<file path="config.mk">
export PLATFORM = sky130hd
export DESIGN_NAME = mem_arbiter
export DESIGN_NICKNAME = d
export VERILOG_FILES = /design/src/rtl/mem_arbiter.sv
export SDC_FILE = /design/constraint.sdc
export NUM_CORES = 1
export LEC_CHECK = 0
export ABC_AREA = 1
export CORE_AREA = 2 2 121 123
export CTS_BUF_LIST = sky130_fd_sc_hd__clkbuf_4 sky130_fd_sc_hd__clkbuf_8
export DETAILED_ROUTE_END_ITERATION = 8
export DIE_AREA = 0 0 123 125
export GPL_ROUTABILITY_DRIVEN = 1
export HOLD_SLACK_MARGIN = 0.12
export PLACE_DENSITY = 0.79
export SETUP_SLACK_MARGIN = 0.15
export SLEW_MARGIN = 20
export SYNTH_ARGS = -nofsm -noshare
export SYNTH_HDL_FRONTEND = slang
export SYNTH_SLANG_ARGS = --single-unit
export TNS_END_PERCENT = 100
</file>
<file path="constraint.sdc">
create_clock -name clk -period 2 [get_ports clk]
set_input_delay 0.3 -clock clk [delete_from_list [all_inputs] [get_ports clk]]
set_output_delay 0.3 -clock clk [all_outputs]
set_load 0.1 [all_outputs]
</file>
<file path="src/rtl/mem_arbiter.sv">
// Two-master (CPU/DMA) arbiter for a single memory port, one access in flight at a time.
// Optional DMA anti-starvation streak counter enabled by defining MEM_ARB_FAIRNESS_EN.
module mem_arbiter #(
  parameter int MEM_LATENCY  = 1,
  parameter int STARVE_LIMIT = 4
) (
  input  logic        clk,
  input  logic        reset,
  input  logic        cpu_req,
  input  logic        cpu_we,
  input  logic [31:0] cpu_addr,
  input  logic [31:0] cpu_wdata,
  input  logic [3:0]  cpu_be,
  output logic        cpu_gnt,
  output logic        cpu_rvalid,
  output logic [31:0] cpu_rdata,
  output logic        cpu_stall,
  input  logic        dma_req,
  input  logic        dma_we,
  input  logic [31:0] dma_addr,
  input  logic [31:0] dma_wdata,
  input  logic [3:0]  dma_be,
  output logic        dma_gnt,
  output logic        dma_rvalid,
  output logic [31:0] dma_rdata,
  output logic        mem_en,
  output logic        mem_we,
  output logic [31:0] mem_addr,
  output logic [31:0] mem_wdata,
  output logic [3:0]  mem_be,
  input  logic [31:0] mem_rdata,
  output logic [1:0]  dbg_state
);

  // Handshake: a master raises req with stable we/addr/wdata/be and holds them
  // until the single-cycle gnt pulse; gnt marks acceptance, rvalid marks read data.

  if (MEM_LATENCY < 1 || MEM_LATENCY > 4) begin : g_bad_latency
    $error("mem_arbiter: MEM_LATENCY out of range 1..4");
  end
  if (STARVE_LIMIT < 1 || STARVE_LIMIT > 15) begin : g_bad_limit
    $error("mem_arbiter: STARVE_LIMIT out of range 1..15");
  end

  typedef enum logic [1:0] {
    IDLE  = 2'd0,
    ISSUE = 2'd1,
    WAIT  = 2'd2,
    RESP  = 2'd3
  } state_t;

  state_t      state, state_nxt;
  logic        owner;  // 1 = DMA owns the access in flight
  logic        l_we;
  logic [31:0] l_addr;
  logic [31:0] l_wdata;
  logic [3:0]  l_be;
  logic [1:0]  wait_cnt;
  logic        starve;
  logic        pick_dma;
  logic        issue;
  logic        resp;
  logic        cpu_rd_busy;

`ifdef MEM_ARB_FAIRNESS_EN
  logic [3:0] streak;

  always_ff @(posedge clk or negedge reset) begin
    if (!reset) begin
      streak <= 4'd0;
    end else if (state == ISSUE) begin
      if (owner) streak <= 4'd0;
      else if (dma_req && streak != 4'hF) streak <= streak + 4'd1;
    end
  end

  assign starve = (streak >= 4'(STARVE_LIMIT));
`else
  assign starve = 1'b0;
`endif

  assign pick_dma = dma_req && (!cpu_req || starve);

  always_ff @(posedge clk or negedge reset) begin
    if (!reset) state <= IDLE;
    else        state <= state_nxt;
  end

  always_comb begin
    state_nxt = state;
    case (state)
      IDLE:    if (cpu_req || dma_req) state_nxt = ISSUE;
      ISSUE: begin
        if (l_we)                  state_nxt = IDLE;
        else if (MEM_LATENCY == 1) state_nxt = RESP;
        else                       state_nxt = WAIT;
      end
      WAIT:    if (wait_cnt == 2'd1) state_nxt = RESP;
      RESP:    state_nxt = IDLE;
      default: state_nxt = IDLE;
    endcase
  end

  always_ff @(posedge clk or negedge reset) begin
    if (!reset) begin
      owner    <= 1'b0;
      l_we     <= 1'b0;
      l_addr   <= 32'd0;
      l_wdata  <= 32'd0;
      l_be     <= 4'd0;
      wait_cnt <= 2'd0;
    end else begin
      if (state == IDLE && (cpu_req || dma_req)) begin
        owner   <= pick_dma;
        l_we    <= pick_dma ? dma_we    : cpu_we;
        l_addr  <= pick_dma ? dma_addr  : cpu_addr;
        l_wdata <= pick_dma ? dma_wdata : cpu_wdata;
        l_be    <= pick_dma ? dma_be    : cpu_be;
      end
      // Loaded with LATENCY-1; WAIT leaves when the count reaches 1 so RESP
      // lands exactly MEM_LATENCY cycles after ISSUE.
      if (state == ISSUE)     wait_cnt <= 2'(MEM_LATENCY - 1);
      else if (state == WAIT) wait_cnt <= wait_cnt - 2'd1;
    end
  end

  assign issue = (state == ISSUE);
  assign resp  = (state == RESP);

  assign mem_en    = issue;
  assign mem_we    = issue && l_we;
  assign mem_addr  = issue ? l_addr  : 32'd0;
  assign mem_wdata = issue ? l_wdata : 32'd0;
  assign mem_be    = issue ? l_be    : 4'd0;

  assign cpu_gnt    = issue && !owner;
  assign dma_gnt    = issue && owner;
  assign cpu_rvalid = resp && !owner;
  assign dma_rvalid = resp && owner;
  assign cpu_rdata  = cpu_rvalid ? mem_rdata : 32'd0;
  assign dma_rdata  = dma_rvalid ? mem_rdata : 32'd0;

  assign cpu_rd_busy = (state == ISSUE || state == WAIT) && !owner && !l_we;
  assign cpu_stall   = reset && ((cpu_req && !cpu_gnt) || cpu_rd_busy);

  assign dbg_state = state;

endmodule

</file>
==> metrics.txt, run 1 <==
Die Area=15400 sq um; Slew HR=35.6%; Storage cell area=1860 sq um; initial antenna violation count=4; # fillers=845; family with the most delay on the worst path=buffers and inverters; DR iter-0 viols=267; Tot GR Track Use=30.0%; DR DRC count=0; Async S/R FF share, synth=100%; CTS tree=built; Req. time, crit path=1.70 ns; Internal Power=8.04 mW; worst reg2reg path depth=7; WHS=0.205 ns; multi-input logic area=2870 sq um; cell accounting for the most synthesized area=dfrtp_1; Post-synth EDFFs=0; CP dominant cell by count=buf_12; Final Routed Wirelength=23000 um; cells along the critical path=inv_4, ha_4, buf_12, buf_12, nand2_1, clkinvlp_4, buf_12; CP max FO=16; Synth top cells by count=nand2_1 (359), inv_1 (251), dfrtp_1 (74); Switching Share=57.5%; Switch Pwr=10.9 mW; core region area=14200 sq um; Worst-Margin Slew=0.966 ns; Worst-Skew Late Latency=0.35 ns; Post-Syn Nets=1062; R2R Path Start=dbg_state[0]; WS Path Type=flip-flop to output port; Fmax=476 MHz; Flop pwr share=15.1%; Yosys top cell area share=36.4%; max incr delay on CP=0.52 ns; Setup Skew=0.00875 ns; crit start category=flip-flop; DP Wirelength=15500 um; CTS Buf Count=9; fin crit period=2.10 ns; largest net degree at the start of global routing=75; synth unique cells=18; leak pwr=5.49 nW; Worst R2R Setup Slack=0.24 ns; GRT Residual Overflow=0; worst r2r dst=l_we; #FFs+latches synth=74; placer congestion estimate=0.833; Min-Delay Path Class=input port to asynchronous set/reset pin; clock power share=5.5%; failing checks=negative setup slack; initial core utilization=35.9%; Tcrit/Tclk final=105%; Finished Layout Cells=1401; layout cells sized above 1=33.1%; # H-tree levels=3; Final Slew Violations=0; clk slew on worst S/H paths=0.08 ns; Rows=44; CTS sink cnt=74; I/O Buffers=314; global-route wire length before repair=35300 um; Synth Flop Type=dfrtp_1; Critical Path End Type=output port; IO Pins=315; top-count cell post-synth=nand2_1; mapped cell area=5090 sq um; Setup WS post-layout=-0.101 ns; placed cell count=1356; Final Core Density=81.7%; Clock Root Buffer=clkbuf_8; CTS Hold Bufs=0; Die W=123 um; number of vias per cell=4.59; max-cap viol count=0; Final ANT Viol Nets=0; vias in the first global route=6717; Seq/Total Area, Yosys=36.4%; Max IR drop VDD=1.20 mV; average wire per standard cell=16.4 um; RSZ-0062 raised after global routing=true; slowest CP cell=dfrtp_4; status=finished, violations left; Worst Path Buf+Inv=5; pwr dens=1630 nW/um^2; # setup viols final=80; Area contributors post-synth=dfrtp_1 (36%), nand2_1 (26%), inv_1 (19%); Gate Count Post-Synth=883; Final Hold Vio Count=0; Avg Cell Area, Syn=5.77 sq um; Pre-Repair DR Iteration Count=4; Die Ht=125 um; Ys Warns=0; clock tree buffer depth=2; Layout area overhead=128%; Data arrival, critical path=1.80 ns; Comb power frac=79.4%; NumNets Final=1389; routed vias=6435
[state kept, by name, indices dropped and copies added (netlist names)]
signal	cells
l_addr	32
l_wdata	32
l_we	1
l_be	4
dbg_state	2
wait_cnt	2
owner	1
[layer usage]
| metal | share of wire, % | vias up | wire (um) | track usage, % |
|---|---|---|---|---|
| li1 | - | 3113 | - | - |
| met1 | 33 | 2933 | 7630 | 29.9 |
| met2 | 52 | 310 | 12100 | 54.3 |
| met3 | 9.0 | 77 | 2070 | 8.85 |
| met4 | 5.5 | 2 | 1260 | 17.2 |
| met5 | 0.048 | - | 11 | 0 |
[timing repair]
action | in CTS | in global routing
gates cloned | 7 | 1
setup buffers | 18 | 1
pin swaps | 13 | 12
gates resized for setup | 74 | 2
endpoints found under the setup margin | 138 | 142
[power by group through the flow]
| stage | sequential, mW | clock (mW) | combinational [mW] |
|---|---|---|---|
| 6_report | 2.86 | 1.04 | 15.0 |
| 5_1_grt | 2.93 | 1.11 | 15.6 |
| 4_1_cts | 2.83 | 1.06 | 14.9 |
| 3_5_place_dp | 2.79 | 0 | 13.9 |
| 3_3_place_gp | 2.74 | 0 | 13.7 |
| 2_1_floorplan | 2.80 | 0 | 9.03 |
[logic make-up (layout without fill, tap and decap cells)]
family                     Yosys count  count (layout)  synth area share [%]
buffers and inverters              296             624                  22.7
other                                0               4                     0
adders and majority gates            5               5                  1.23
and+or+nand+nor                    501             503                  39.0
AOI/OAI and AO/OA                    7               7                 0.737
DFF                                 74              74                  36.4
[worst max-delay path by stage]
stage / startpoint / end / slack, ns / cells past startpoint
after floorplan: dbg_state[0] / dma_rdata[0] / -0.50 / 3
after global placement: cpu_req / l_we / 0.23 / 6
after detailed placement: cpu_req / l_wdata[12] / 0.19 / 7
after CTS: dbg_state[1] / mem_addr[24] / -0.12 / 7
after global routing: dbg_state[1] / cpu_stall / -0.16 / 7
final: dbg_state[1] / mem_addr[15] / -0.10 / 7
[stage by stage]
step	power, mW	cell area (sq um)	worst slack (ns)	TNS, ns
final	18.9	11600	-0.101	-4.77
after floorplan	11.8	6060	-0.498	-22.14
after detailed placement	16.6	10800	0.187	0
after global routing	19.7	11600	-0.164	-9.97
after global placement	16.4	10800	0.225	0
after CTS	18.8	11600	-0.117	-5.87
[worst register-to-register path: cells and delay by family, from the launching register on]
family / cells / cell delay [ns]
and+or+nand+nor: 3 / 0.53
buffers and inverters: 3 / 0.44
DFF: 1 / 0.53
adders and majority gates: 1 / 0.19
[area by class of cell]
cell class | instances | share of cell area (%)
repair buffers | 356 | 45.2
multi-input cells | 515 | 24.7
flip-flops and latches | 74 | 16.0
inverters | 254 | 10.6
well taps | 184 | 1.98
clock buffers | 11 | 1.25
clock inverters | 3 | 0.151
diodes | 4 | 0.0862
[cells in the final DEF (no fill, tap or decap), drive strengths merged]
cell	n
clkinv	2
diode	4
a21oi	3
a21boi	1
clkdlybuf4s50	172
o21ai	3
nand2	362
nand3	73
bufbuf	1
ha	5
nor2	68
dfrtp	74
buf	182
inv	182
clkbuf	12
clkinvlp	73
No activity file was read; power rests on OpenSTA's default activity.
==> run 2: changes to the inputs <==
- CORE_AREA: 2 2 121 123 -> not set
- CORE_MARGIN: not set -> 4
- CORE_UTILIZATION: not set -> 39
- DIE_AREA: 0 0 123 125 -> not set
- PLACE_DENSITY: 0.79 -> 0.84
==> run 2 against run 1 <==
Net effect:
- the run still ends with negative setup slack left
- fmax shrank 3.5%
- total power increased by 15%
- worst setup slack got worse by 0.076 ns
- core utilization is 14 points higher
- die area decreased by 2.8%
- clock skew hardly changed
- clock-buffer cell count up 3
- via count grew 26%
- global-route usage increased by 9.0 points
- sequential power increased by 16%
- largest power group unchanged
- highest routed layer unchanged
==> metrics.txt, run 2 (synthesis results as in run 1) <==
Rows=41; Die W=122 um; Layout area overhead=138%; Worst R2R Setup Slack=-0.03 ns; Die Ht=122 um; worst r2r dst=l_wdata[15]; # fillers=310; max incr delay on CP=0.48 ns; Comb power frac=78.6%; pwr dens=1790 nW/um^2; max-cap viol count=0; Data arrival, critical path=1.88 ns; CTS tree=built; multi-input logic area=3210 sq um; Clock Root Buffer=clkbuf_8; most common cell after layout, fill and taps aside=nand2_1; Flop pwr share=15.3%; CP max FO=7; DR DRC count=0; largest net degree at the start of global routing=75; DR iter-0 viols=1095; Req. time, crit path=1.70 ns; initial core utilization=40.0%; Fmax=459 MHz; Max IR drop VDD=1.36 mV; Storage cell area=1860 sq um; Slew HR=33.6%; failing checks=negative setup slack; vias in the first global route=7841; layout cells sized above 1=36.1%; CTS Buf Count=9; Worst-Skew Late Latency=0.36 ns; Setup WS post-layout=-0.177 ns; Critical path origin=dbg_state[0]; clock power share=6.1%; R2R Path Start=dbg_state[0]; Switching Share=59.2%; Final Slew Violations=0; # setup viols final=137; fin crit period=2.18 ns; clk slew on worst S/H paths=0.09 ns; average wire per standard cell=27.0 um; RSZ-0062 raised after global routing=true; number of vias per cell=5.80; Worst-Margin Slew=0.996 ns; Regs by FF count=l_addr: 32 flops, l_wdata: 32 flops, l_be: 4 flops; # H-tree levels=3; Tot GR Track Use=39.0%; DP Wirelength=17500 um; placer congestion estimate=0.820; NumNets Final=1399; Finished Layout Cells=1398; status=finished, violations left; Critical Path End Type=output port; global-route wire length before repair=43900 um; GRT Residual Overflow=0; Setup Skew=0.00827 ns; Final Routed Wirelength=37700 um; cells along the critical path=buf_6, ha_4, nand2_8, buf_4, nor2_4, buf_12; Min-Delay Path Class=input port to asynchronous set/reset pin; clock tree buffer depth=2; Internal Power=8.87 mW; Tcrit/Tclk final=109%; worst reg2reg path depth=8; routed vias=8111; I/O Buffers=314; initial antenna violation count=2; CTS sink cnt=74; Switch Pwr=12.9 mW; core region area=12700 sq um; IO Pins=315; Final Hold Vio Count=0; Final ANT Viol Nets=0; WS Path Type=flip-flop to output port; crit start category=flip-flop; placed cell count=1346; Pre-Repair DR Iteration Count=6; slowest CP cell=dfrtp_4; Sum Neg Setup Slack=-15.03 ns; commonest non-fill, non-tap cells in the layout=nand2_1 (287), inv_1 (176), clkdlybuf4s50_1 (172); Die Area=15000 sq um; leak pwr=5.95 nW
run 2: changes by cell type in the layout (fill, tap and decap cells not counted), moves of 3 or more:
cell     previous run  this run
buf_12            156       153
buf_16              5        10
buf_4              10        18
buf_6               9        12
diode_2             4         1
nand2_1           311       287
nand2_2            36         5
nand2_4            11        66
nand3_1            73        69
nand3_2             0         3
run 2: timing repair:
item,CTS,global route
setup buffers,16,8
cloned,8,3
setup endpoints to repair,141,152
hold buffers,0,0
pin swaps,19,42
resized for setup,111,55
run 2: metrics by stage:
stage	setup WS, ns	total power, mW	util (%)	hold slack, ns	cell area (sq um)
detailed placement	0.167	16.7	84.7	0.465	10800
global placement	0.237	16.4	84.7	0.462	10800
finish	-0.177	21.7	95.2	0.234	12100
floorplan	-0.498	11.8	-	0.00441	6060
CTS	-0.107	19.8	92.2	0.237	11700
global route	-0.219	22.2	95.2	0.295	12100
run 2: how the worst max path moves through the flow:
| stage | endpoint | slack [ns] | cells after the start |
|---|---|---|---|
| floorplan | dma_rdata[0] | -0.50 | 3 |
| global placement | l_addr[23] | 0.24 | 8 |
| detailed placement | l_wdata[8] | 0.17 | 7 |
| CTS | mem_addr[22] | -0.11 | 6 |
| global route | dma_rdata[21] | -0.22 | 6 |
| finish | dma_rdata[21] | -0.18 | 6 |
run 2: layout make-up:
class	count	share of cell area, %
antenna	1	0.0207
sequential	74	15.4
clock inverter	2	0.289
inverter	254	10.1
clock buffer	14	1.49
timing repair buffer	367	44.4
tap	172	1.78
multi-input combinational	514	26.5
run 2: metal layers:
| layer | vias to the layer above | track usage [%] | routed length [um] |
|---|---|---|---|
| li1 | 3135 | - | - |
| met5 | - | 0 | 13 |
| met2 | 915 | 67.1 | 17000 |
| met3 | 363 | 12.8 | 5270 |
| met4 | 2 | 30.6 | 4000 |
| met1 | 3696 | 38.4 | 11400 |
run 2: power groups by stage:
stage          clock [mW]  sequential (mW)  combinational [mW]
6_report             1.33             3.32                17.1
5_1_grt              1.39             3.34                17.4
4_1_cts              1.30             3.00                15.5
3_5_place_dp            0             2.81                13.9
3_3_place_gp            0             2.75                13.6
2_1_floorplan           0             2.80                9.03
run 2: critical path: cells and delay by family, from the launching register on:
family | cells | cell delay (ns)
adder cells (fa/ha/maj) | 1 | 0.23
buffers and inverters | 3 | 0.50
flip-flops | 1 | 0.48
AND/OR/NAND/NOR | 2 | 0.29
==> run 3: changes to the inputs <==
--- a/config.mk
+++ b/config.mk
@@ -7,11 +7,13 @@
 export LEC_CHECK = 0
 export ABC_AREA = 1
+export CELL_PAD_IN_SITES_DETAIL_PLACEMENT = 1
+export CELL_PAD_IN_SITES_GLOBAL_PLACEMENT = 1
 export CORE_MARGIN = 4
-export CORE_UTILIZATION = 39
+export CORE_UTILIZATION = 24
 export CTS_BUF_LIST = sky130_fd_sc_hd__clkbuf_4 sky130_fd_sc_hd__clkbuf_8
 export DETAILED_ROUTE_END_ITERATION = 8
 export GPL_ROUTABILITY_DRIVEN = 1
 export HOLD_SLACK_MARGIN = 0.12
-export PLACE_DENSITY = 0.84
+export PLACE_DENSITY_LB_ADDON = 0.1
 export SETUP_SLACK_MARGIN = 0.15
 export SLEW_MARGIN = 20
==> constraint.sdc (replaced) <==
create_clock -name clk -period 2 [get_ports clk]
set_input_delay 0.2 -clock clk [delete_from_list [all_inputs] [get_ports clk]]
set_output_delay 0.2 -clock clk [all_outputs]
set_load 0.1 [all_outputs]
==> run 3 against run 2 <==
Net effect:
- the flow still finishes with violations (negative setup slack)
- critical path type unchanged
- global-route usage decreased by 18 points
- largest power group unchanged
- critical endpoint is now mem_we
- clock power decreased by 8%
- non-clock buffer count down 3
==> metrics.txt, run 3 (synthesis results as in run 1) <==
Die Area=23600 sq um; Req. time, crit path=1.80 ns; leak pwr=5.82 nW; CTS sink cnt=74; diodes inserted=0; IO Pins=315; clock power share=6.2%; RSZ-0062 raised after global routing=true; Setup WS post-layout=-0.00116 ns; CP max FO=7; Die W=154 um; Rows=53; Worst R2R Setup Slack=0.32 ns; global-route wire length before repair=38600 um; number of vias per cell=4.24; worst r2r dst=l_addr[2]; largest net degree at the start of global routing=75; Min-Delay Path Class=input port to asynchronous set/reset pin; WHS=0.439 ns; R2R Path Start=dbg_state[0]; clk slew on worst S/H paths=0.09 ns; Sum Neg Setup Slack=-0.00116 ns; layout cells sized above 1=35.0%; Switching Share=56.9%; Switch Pwr=11.2 mW; Final ANT Viol Nets=0; DR iter-0 viols=185; Worst-Skew Late Latency=0.36 ns; Post-DP Area=10900 sq um; pwr dens=1630 nW/um^2; # fillers=2346; Fmax=500 MHz; DR DRC count=0; # setup viols final=1; Setup Skew=0.0148 ns; vias in the first global route=6571; Regs by FF count=l_addr: 32 flops, l_wdata: 32 flops, l_be: 4 flops; core region area=21000 sq um; Clock Root Buffer=clkbuf_8; Flop pwr share=15.0%; Final Hold Vio Count=0; WS Path Type=flip-flop to output port; max-cap viol count=0; Data arrival, critical path=1.80 ns; Die Ht=154 um; Final Core Density=57.8%; Layout area overhead=138%; initial core utilization=24.3%; Tot Pwr=19.8 mW; I/O Buffers=314; Worst-Margin Slew=0.466 ns; clock tree buffer depth=2; Final Slew Violations=0; Final Cell Area=12100 sq um; routed vias=6341; Internal Power=8.53 mW; commonest non-fill, non-tap cells in the layout=nand2_1 (292), inv_1 (176), clkdlybuf4s50_1 (172); CTS Buf Count=9; fin crit period=2.00 ns; placer congestion estimate=0.788; worst reg2reg path depth=8; DP Wirelength=17600 um; CTS tree=built; NumNets Final=1395; most common cell after layout, fill and taps aside=nand2_1; Comb power frac=78.8%; Slew HR=68.9%; # H-tree levels=3; status=finished, violations left; failing checks=negative setup slack; Tcrit/Tclk final=100%; initial antenna violation count=0; Tot GR Track Use=20.6%; Pre-Repair DR Iteration Count=4; Max IR drop VDD=1.14 mV; average wire per standard cell=16.8 um; Critical Path End Type=output port; GRT Residual Overflow=0; Final Routed Wirelength=25200 um; crit start category=flip-flop
-- run 3: cell types whose count changed in the layout (fill, tap and decap cells not counted), moves of 3 or more --
cell	previous run	this run
buf_4	18	13
nand2_4	66	45
nand3_2	3	0
nand3_1	69	73
nand2_2	5	20
buf_6	12	8
nand2_1	287	292
clkbuf_8	12	9
-- run 3: routing by layer --
metal | GRT usage, % | vias to the layer above | wire length, um
li1 | - | 3133 | -
met1 | 24.3 | 2989 | 10000
met2 | 38.2 | 197 | 13400
met3 | 5.01 | 22 | 1430
met4 | 3.45 | 0 | 380
met5 | 0 | - | 0
-- run 3: metrics by stage --
| step | std cells | setup slack [ns] |
|---|---|---|
| 5_1_grt | 1496 | -0.0793 |
| 2_1_floorplan | 883 | -0.403 |
| 6_report | 1496 | -0.00116 |
| 3_3_place_gp | 1450 | 0.258 |
| 4_1_cts | 1484 | -0.0161 |
| 3_5_place_dp | 1450 | 0.199 |
-- run 3: worst max-delay path: stages (launching register included) --
cell and delay [ns]:
dfrtp_4 0.52, inv_4 0.09, ha_4 0.18, clkbuf_16 0.18, buf_16 0.16, nand2_4 0.06, clkinvlp_4 0.08, buf_12 0.17
-- run 3: area by class of cell --
cell class / count / area (sq um) / area share (%)
clock buffers: 10 / 131 / 1.09
clock inverters: 6 / 65.1 / 0.537
multi-input cells: 513 / 3060 / 25.3
inverters: 254 / 1230 / 10.2
repair buffers: 364 / 5410 / 44.7
well taps: 275 / 344 / 2.84
flip-flops and latches: 74 / 1860 / 15.4
-- run 3: timing repair --
| item | 4_1_cts | 5_1_grt |
|---|---|---|
| pin swaps | 45 | 40 |
| hold buffers | 1 | 0 |
| resized for setup | 89 | 57 |
| buffers inserted | 8 | 7 |
| cloned | 9 | 5 |
| hold endpoints to repair | 74 | 0 |
| setup endpoints to repair | 132 | 169 |
-- run 3: worst max-delay path by stage --
| stage | startpoint | endpoint | slack (ns) | cells past startpoint |
|---|---|---|---|---|
| 2_1_floorplan | dbg_state[0] | dma_rdata[0] | -0.40 | 3 |
| 3_3_place_gp | dbg_state[0] | l_be[2] | 0.26 | 7 |
| 3_5_place_dp | dbg_state[0] | l_wdata[24] | 0.20 | 7 |
| 4_1_cts | dbg_state[0] | mem_addr[20] | -0.02 | 6 |
| 5_1_grt | dbg_state[1] | mem_addr[14] | -0.08 | 7 |
| 6_report | dbg_state[1] | mem_we | -0.001 | 7 |
-- run 3: power by group through the flow --
stage	combinational [mW]	sequential, mW	clock (mW)
finish	15.6	2.97	1.23
floorplan	9.03	2.80	0
CTS	15.0	2.84	1.28
detailed placement	13.9	2.77	0
global route	16.3	3.08	1.35
global placement	13.8	2.74	0
